--- src/rtl/if_fetch_unit.sv ---
// if_fetch_unit
//
// Instruction-fetch stage that sits directly downstream of the program counter.
// Each cycle it reads the PC and fetches 16-bit words from instruction memory
// through a same-cycle ready handshake. It assembles one- or two-word
// instructions into the IF/ID pipeline register. It tells the PC when to advance
// and by how many words. Decode-side stall and branch/interrupt flush are obeyed.
//
// Ports
//   clk          clock, all state updates on posedge
//   reset        asynchronous active-low reset
//   pc           current PC, stable at posedge
//   imem_rdata   instruction word, valid when imem_ready=1
//   imem_ready   memory returned data for the current request, same cycle
//   stall        IF/ID register must hold its contents
//   flush        discard the in-flight fetch and the IF/ID contents
//   imem_req     read request
//   imem_addr    word address of the request
//   pc_hold      1 = PC must not advance this cycle
//   pc_step      advance amount when pc_hold=0 (1 or 2 words)
//   instr        IF/ID instruction {word0, word1}; word1=0 for short instructions
//   instr_pc     PC of the instruction in IF/ID
//   instr_valid  IF/ID holds a real instruction (0 = bubble)

module if_fetch_unit #(
    parameter int unsigned ADDR_W   = 20,
    parameter int unsigned LONG_BIT = 15
) (
    input  logic              clk,
    input  logic              reset,
    input  logic [31:0]       pc,
    input  logic [15:0]       imem_rdata,
    input  logic              imem_ready,
    input  logic              stall,
    input  logic              flush,
    output logic              imem_req,
    output logic [ADDR_W-1:0] imem_addr,
    output logic              pc_hold,
    output logic [1:0]        pc_step,
    output logic [31:0]       instr,
    output logic [31:0]       instr_pc,
    output logic              instr_valid
);

    typedef enum logic [1:0] {
        StW0   = 2'd0,
        StW1   = 2'd1,
        StHold = 2'd2
    } state_e;

    state_e state_q, state_d;

    // Partial long instruction: first word and its PC.
    logic [15:0] word0_q, word0_d;
    logic [31:0] fpc_q, fpc_d;

    // Completed instruction parked while decode is stalled.
    logic [31:0] park_instr_q, park_instr_d;
    logic [31:0] park_pc_q, park_pc_d;
    logic        park_long_q, park_long_d;

    // IF/ID pipeline register.
    logic [31:0] instr_q, instr_d;
    logic [31:0] instr_pc_q, instr_pc_d;
    logic        instr_valid_q, instr_valid_d;

    // Unqualified (pre-reset-gating) combinational outputs.
    logic              req_c;
    logic [ADDR_W-1:0] addr_c;
    logic              hold_c;
    logic [1:0]        step_c;

    // Instruction finished assembling this cycle.
    logic        done;
    logic [31:0] done_instr;
    logic [31:0] done_pc;
    logic        done_long;

    // Second-word address wraps naturally at ADDR_W bits.
    logic [ADDR_W-1:0] w1_addr;
    assign w1_addr = fpc_q[ADDR_W-1:0] + ADDR_W'(1);

    always_comb begin
        state_d      = state_q;
        word0_d      = word0_q;
        fpc_d        = fpc_q;
        park_instr_d = park_instr_q;
        park_pc_d    = park_pc_q;
        park_long_d  = park_long_q;
        instr_d      = instr_q;
        instr_pc_d   = instr_pc_q;
        // Without a transfer, a non-stalled IF/ID drains to a bubble.
        instr_valid_d = stall ? instr_valid_q : 1'b0;

        req_c  = 1'b0;
        addr_c = pc[ADDR_W-1:0];
        hold_c = 1'b1;
        step_c = 2'd1;

        done       = 1'b0;
        done_instr = 32'h0;
        done_pc    = 32'h0;
        done_long  = 1'b0;

        if (flush) begin
            // Flush beats stall and any memory response this cycle.
            instr_valid_d = 1'b0;
            state_d       = StW0;
            word0_d       = 16'h0;
            fpc_d         = 32'h0;
            park_instr_d  = 32'h0;
            park_pc_d     = 32'h0;
            park_long_d   = 1'b0;
        end else begin
            case (state_q)
                StW0: begin
                    req_c  = 1'b1;
                    addr_c = pc[ADDR_W-1:0];
                    if (imem_ready) begin
                        if (imem_rdata[LONG_BIT]) begin
                            word0_d = imem_rdata;
                            fpc_d   = pc;
                            state_d = StW1;
                        end else begin
                            done       = 1'b1;
                            done_instr = {imem_rdata, 16'h0000};
                            done_pc    = pc;
                            done_long  = 1'b0;
                        end
                    end
                end
                StW1: begin
                    req_c  = 1'b1;
                    addr_c = w1_addr;
                    if (imem_ready) begin
                        done       = 1'b1;
                        done_instr = {word0_q, imem_rdata};
                        done_pc    = fpc_q;
                        done_long  = 1'b1;
                    end
                end
                StHold: begin
                    if (!stall) begin
                        instr_d       = park_instr_q;
                        instr_pc_d    = park_pc_q;
                        instr_valid_d = 1'b1;
                        hold_c        = 1'b0;
                        step_c        = park_long_q ? 2'd2 : 2'd1;
                        state_d       = StW0;
                    end
                end
                default: begin
                    state_d = StW0;
                end
            endcase

            if (done) begin
                if (!stall) begin
                    instr_d       = done_instr;
                    instr_pc_d    = done_pc;
                    instr_valid_d = 1'b1;
                    hold_c        = 1'b0;
                    step_c        = done_long ? 2'd2 : 2'd1;
                    state_d       = StW0;
                end else begin
                    // PC stays put until the parked instruction is handed over.
                    park_instr_d = done_instr;
                    park_pc_d    = done_pc;
                    park_long_d  = done_long;
                    state_d      = StHold;
                end
            end
        end
    end

    always_ff @(posedge clk or negedge reset) begin
        if (!reset) begin
            state_q       <= StW0;
            word0_q       <= 16'h0;
            fpc_q         <= 32'h0;
            park_instr_q  <= 32'h0;
            park_pc_q     <= 32'h0;
            park_long_q   <= 1'b0;
            instr_q       <= 32'h0;
            instr_pc_q    <= 32'h0;
            instr_valid_q <= 1'b0;
        end else begin
            state_q       <= state_d;
            word0_q       <= word0_d;
            fpc_q         <= fpc_d;
            park_instr_q  <= park_instr_d;
            park_pc_q     <= park_pc_d;
            park_long_q   <= park_long_d;
            instr_q       <= instr_d;
            instr_pc_q    <= instr_pc_d;
            instr_valid_q <= instr_valid_d;
        end
    end

    // Reset forces the PC-facing handshake idle immediately, not at the next edge.
    assign imem_req    = reset & req_c;
    assign imem_addr   = addr_c;
    assign pc_hold     = ~reset | hold_c;
    assign pc_step     = (reset & ~hold_c) ? step_c : 2'd1;
    assign instr       = instr_q;
    assign instr_pc    = instr_pc_q;
    assign instr_valid = instr_valid_q;

endmodule

--- config.mk ---
export PLATFORM = sky130hd
export DESIGN_NAME = if_fetch_unit
export DESIGN_NICKNAME = d
export VERILOG_FILES = /design/src/rtl/if_fetch_unit.sv
export SDC_FILE = /design/constraint.sdc
export NUM_CORES = 1
export LEC_CHECK = 0
export CORE_MARGIN = 2
export CORE_UTILIZATION = 35
export DETAILED_ROUTE_END_ITERATION = 16
export PLACE_DENSITY = 0.61
export SLEW_MARGIN = 20
export SYNTH_ARGS = -nofsm -noshare
export SYNTH_HDL_FRONTEND = slang
export SYNTH_SLANG_ARGS = --single-unit
--- constraint.sdc ---
create_clock -name clk -period 2.1 [get_ports clk]
set_input_delay 0.21 -clock clk [delete_from_list [all_inputs] [get_ports clk]]
set_output_delay 0.21 -clock clk [all_outputs]
set_load 0.02 [all_outputs]
==> results.toml <==
[outcome]
status = "complete, but fails checks"
violations = "negative setup slack"

[yosys]
yosysWarnings = 0
synthArstFlopShare = 1.00
synth_area_um2 = 8090
synthDistinctLibCells = 42
synth_xor_area_frac = 0.0152
synth_compound_area_frac = 0.236
synth_top_family_by_area = "compound AO/OA/AOI/OAI gates"
synth_edf_count = 0
seq_area_frac_synth = 0.557
synthAdderAreaFrac = 0.00155
syn_inst = 816
synth_simple_gate_area_share = 0.149
synth_ff_type = "dfrtp_1"
syn_nets = 870
synth.avg_cell_area_um2 = 9.91
synth_mux_area_frac = 0.00124
ys_seq_elements = 180

[job]
max_cap_violations = 0

[hold_path]
whs_path_depth = 3
hold_class = "input pin to flip-flop"
min_to = "word0_q[9]$_DFFE_PN0P_"
hp-start = "flush"

[layout]
final_util = 0.487
instances_no_fill = 1290
area_delta_synth_final_pct = 36.5
layout-drive-gt1-share = 0.211
fin_nets = 1046
diodes = 0

[timing]
period_needed_ps = 2490
rsz0062_at_grt = "true"
final-hold-violation-count = 0
clock_skew_ps = 9.87
relSlewSlack = 0.537
worst_slack_ps = -388
worst_pin_slew_ps = 694
setup_viol = 8
slew_violations = 0
min_period_over_period = 1.18
max_freq_mhz = 402
hold-worst-slack_ps = 140

[power_and_ir_drop]
power.density_nw_per_um2 = 800
ir_worst_vdd_v = 0.000427
p_leak_nw = 4.61

[floorplanning]
die_area_um2 = 24300
rows = 55
die_h_um = 156
initial_core_util = 0.357
die_width_um = 156
io_pins = 142
coreArea_um2 = 22600

[critical_path]
r2r_cells = 7
worstPathMaxFanout = 5
r2r_start = "state_q[1]$_DFFE_PN0P_"
slowest_stage = "or4_4"
path_depth = 6
arrival_ps = 2280
crit_type = "flip-flop to output pin"
regToRegSetupSlack_ps = 130
path_buf_inv = 2
end_kind = "output pin"
critical_path.top_delay_family = "simple AND/OR/NAND/NOR gates"
max_stage_delay_ps = 590
crit_chain = "buf_6 -> nand4_4 -> or4_4 -> or3_1 -> a31oi_1 -> buf_4"
startpoint_type = "flip-flop"
required_ps = 1890
rr_endpoint = "instr_pc[5]$_DFFE_PN0N_"

[global_route]
grt_pass1_wl_mm = 39.8
antenna_found_initial = 0
grt.overflow.total = 0
grt_use_total = 0.212
grt_start_max_net_pins = 55
first_global_vias = 6974

[cts]
htreeDepth = 4
root_buffer = "clkbuf_16"
clk_latency_ps = 430
cts_buffers = 17
path_clk_slew_ps = 60
cts_buffer_depth = 2
cts_tree = "yes"
clock_sinks = 180

[place]
port_buffers = 141
gp_congestion = 0.835
dp_hpwl_mm = 16.4
place_inst = 1248

[drt]
antenna_left = 0
drcViolationCount = 0
drt-pass1-iter-count = 5
vias_per_cell = 5.45
routed-via-count = 7033
first_iter_violations = 503
wl_per_cell_um = 19.2
wl_mm = 24.8
-- registers in the layout, summed over array words and instances, names as in the netlist --
| signal | flops |
|---|---|
| state_q | 2 |
| instr_valid | 1 |
| park_pc_q | 32 |
| park_long_q | 1 |
| instr | 32 |
| fpc_q | 32 |
| park_instr_q | 32 |
| word0_q | 16 |
| instr_pc | 32 |
-- worst min-delay path: stages --
cell and delay (ps):
buf_2 120, buf_4 150, a21oi_1 40
-- worst max-delay path by stage --
| stage | startpoint | end | slack [ps] |
|---|---|---|---|
| 6_report | fpc_q[0]$_DFFE_PN0P_ | imem_addr[17] | -390 |
| 5_1_grt | fpc_q[0]$_DFFE_PN0P_ | imem_addr[17] | -460 |
| 4_1_cts | fpc_q[0]$_DFFE_PN0P_ | imem_addr[17] | -380 |
| 3_5_place_dp | fpc_q[0]$_DFFE_PN0P_ | imem_addr[18] | -500 |
| 3_3_place_gp | fpc_q[0]$_DFFE_PN0P_ | imem_addr[18] | -460 |
| 2_1_floorplan | fpc_q[0]$_DFFE_PN0P_ | imem_addr[18] | -70 |
-- through the flow --
step	setup WS (ps)	area (um2)	TNS, ps	power, mW
floorplan	-66.3	8110	-66.3	4.80
global placement	-462	10300	-3290	5.81
detailed placement	-501	10300	-4100	5.82
CTS	-383	10900	-1670	8.90
global route	-458	11000	-2510	9.21
finish	-388	11000	-1730	8.83
-- cell type report --
type	count	area, um2
fillers	2083	11600
clock inverters	14	126
multi-input cells	558	3470
repair buffers	231	2130
clock buffers	18	439
well taps	285	357
flip-flops and latches	180	4500
inverters	4	15.0
-- cells by family (layout without fill, tap and decap cells) --
logic type               count (synthesis)  count (layout)
buffers and inverters                   78             267
multiplexers                             1               1
flip-flops                             180             180
adder cells (fa/ha/maj)                  1               1
AND/OR/NAND/NOR                        274             274
AO/OA/AOI/OAI                          268             268
XOR/XNOR                                14              14
-- where the power goes --
part | switching [mW] | internal, mW | total [mW]
sequential | 0.204 | 3.74 | 3.94
clock | 1.42 | 1.67 | 3.09
combinational | 0.933 | 0.867 | 1.80
total | 2.55 | 6.28 | 8.83
-- synthesized netlist by cell type, types with 2 or more instances --
library cell    n  share of area
nand3_1        34          0.021
inv_1           4         0.0019
and2_1          4         0.0031
o21ai_0        63          0.039
a31oi_1         4         0.0031
a221o_1        20          0.025
nor4_1          3         0.0023
nor3b_1         3         0.0028
nor3_1          4         0.0025
dfrtp_1       180           0.56
a21oi_1        50          0.031
o21ai_1         4         0.0025
buf_2          22          0.014
nand2_1       171          0.079
or4_4           2         0.0028
xor2_1          4         0.0043
o221a_2        27          0.038
a22o_1         17          0.018
or3_1           3         0.0023
buf_1           8         0.0037
nand2b_1        3         0.0023
nor2b_1         2         0.0015
xnor2_1        10          0.011
o2bb2ai_1      17          0.018
nand4_2         3         0.0046
a22oi_1        64          0.059
nor2_1         32          0.015
clkbuf_1       43          0.020
nand4_1         2         0.0015
-- what timing repair did --
item,CTS,global route
pin swaps,11,9
hold endpoints to repair,72,0
setup buffers,6,5
setup endpoints to repair,24,20
gates resized for setup,139,27
hold buffers,1,0
-- layer usage --
| metal | vias up | wire length (um) | track usage |
|---|---|---|---|
| met5 | - | 0 | 0 |
| met4 | 0 | 425 | 0.0655 |
| met3 | 28 | 1370 | 0.0442 |
| met2 | 195 | 11700 | 0.331 |
| met1 | 3507 | 11300 | 0.296 |
| li1 | 3303 | - | - |
-- cell usage in the layout (no fill, tap or decap), types with 3 or more instances in the layout --
cell type | Yosys | layout
dfrtp_1 | 180 | 180
nand2_1 | 171 | 169
clkdlybuf4s50_1 | 0 | 115
buf_4 | 1 | 82
a22oi_1 | 64 | 64
o21ai_0 | 63 | 52
a21oi_1 | 50 | 48
nand3_1 | 34 | 32
nor2_1 | 32 | 29
o221a_2 | 27 | 27
a221o_1 | 20 | 20
a22o_1 | 17 | 17
o2bb2ai_1 | 17 | 17
clkbuf_16 | 0 | 17
o21ai_1 | 4 | 14
buf_2 | 22 | 13
buf_6 | 0 | 11
xnor2_1 | 10 | 10
buf_12 | 0 | 7
clkinvlp_4 | 0 | 5
xor2_1 | 4 | 4
inv_1 | 4 | 4
inv_6 | 0 | 4
nand2b_1 | 3 | 3
nand3_2 | 1 | 3
a31oi_4 | 0 | 3
nor3_2 | 0 | 3
clkinv_2 | 0 | 3
Note: power is estimated with default switching activity, not from simulation.
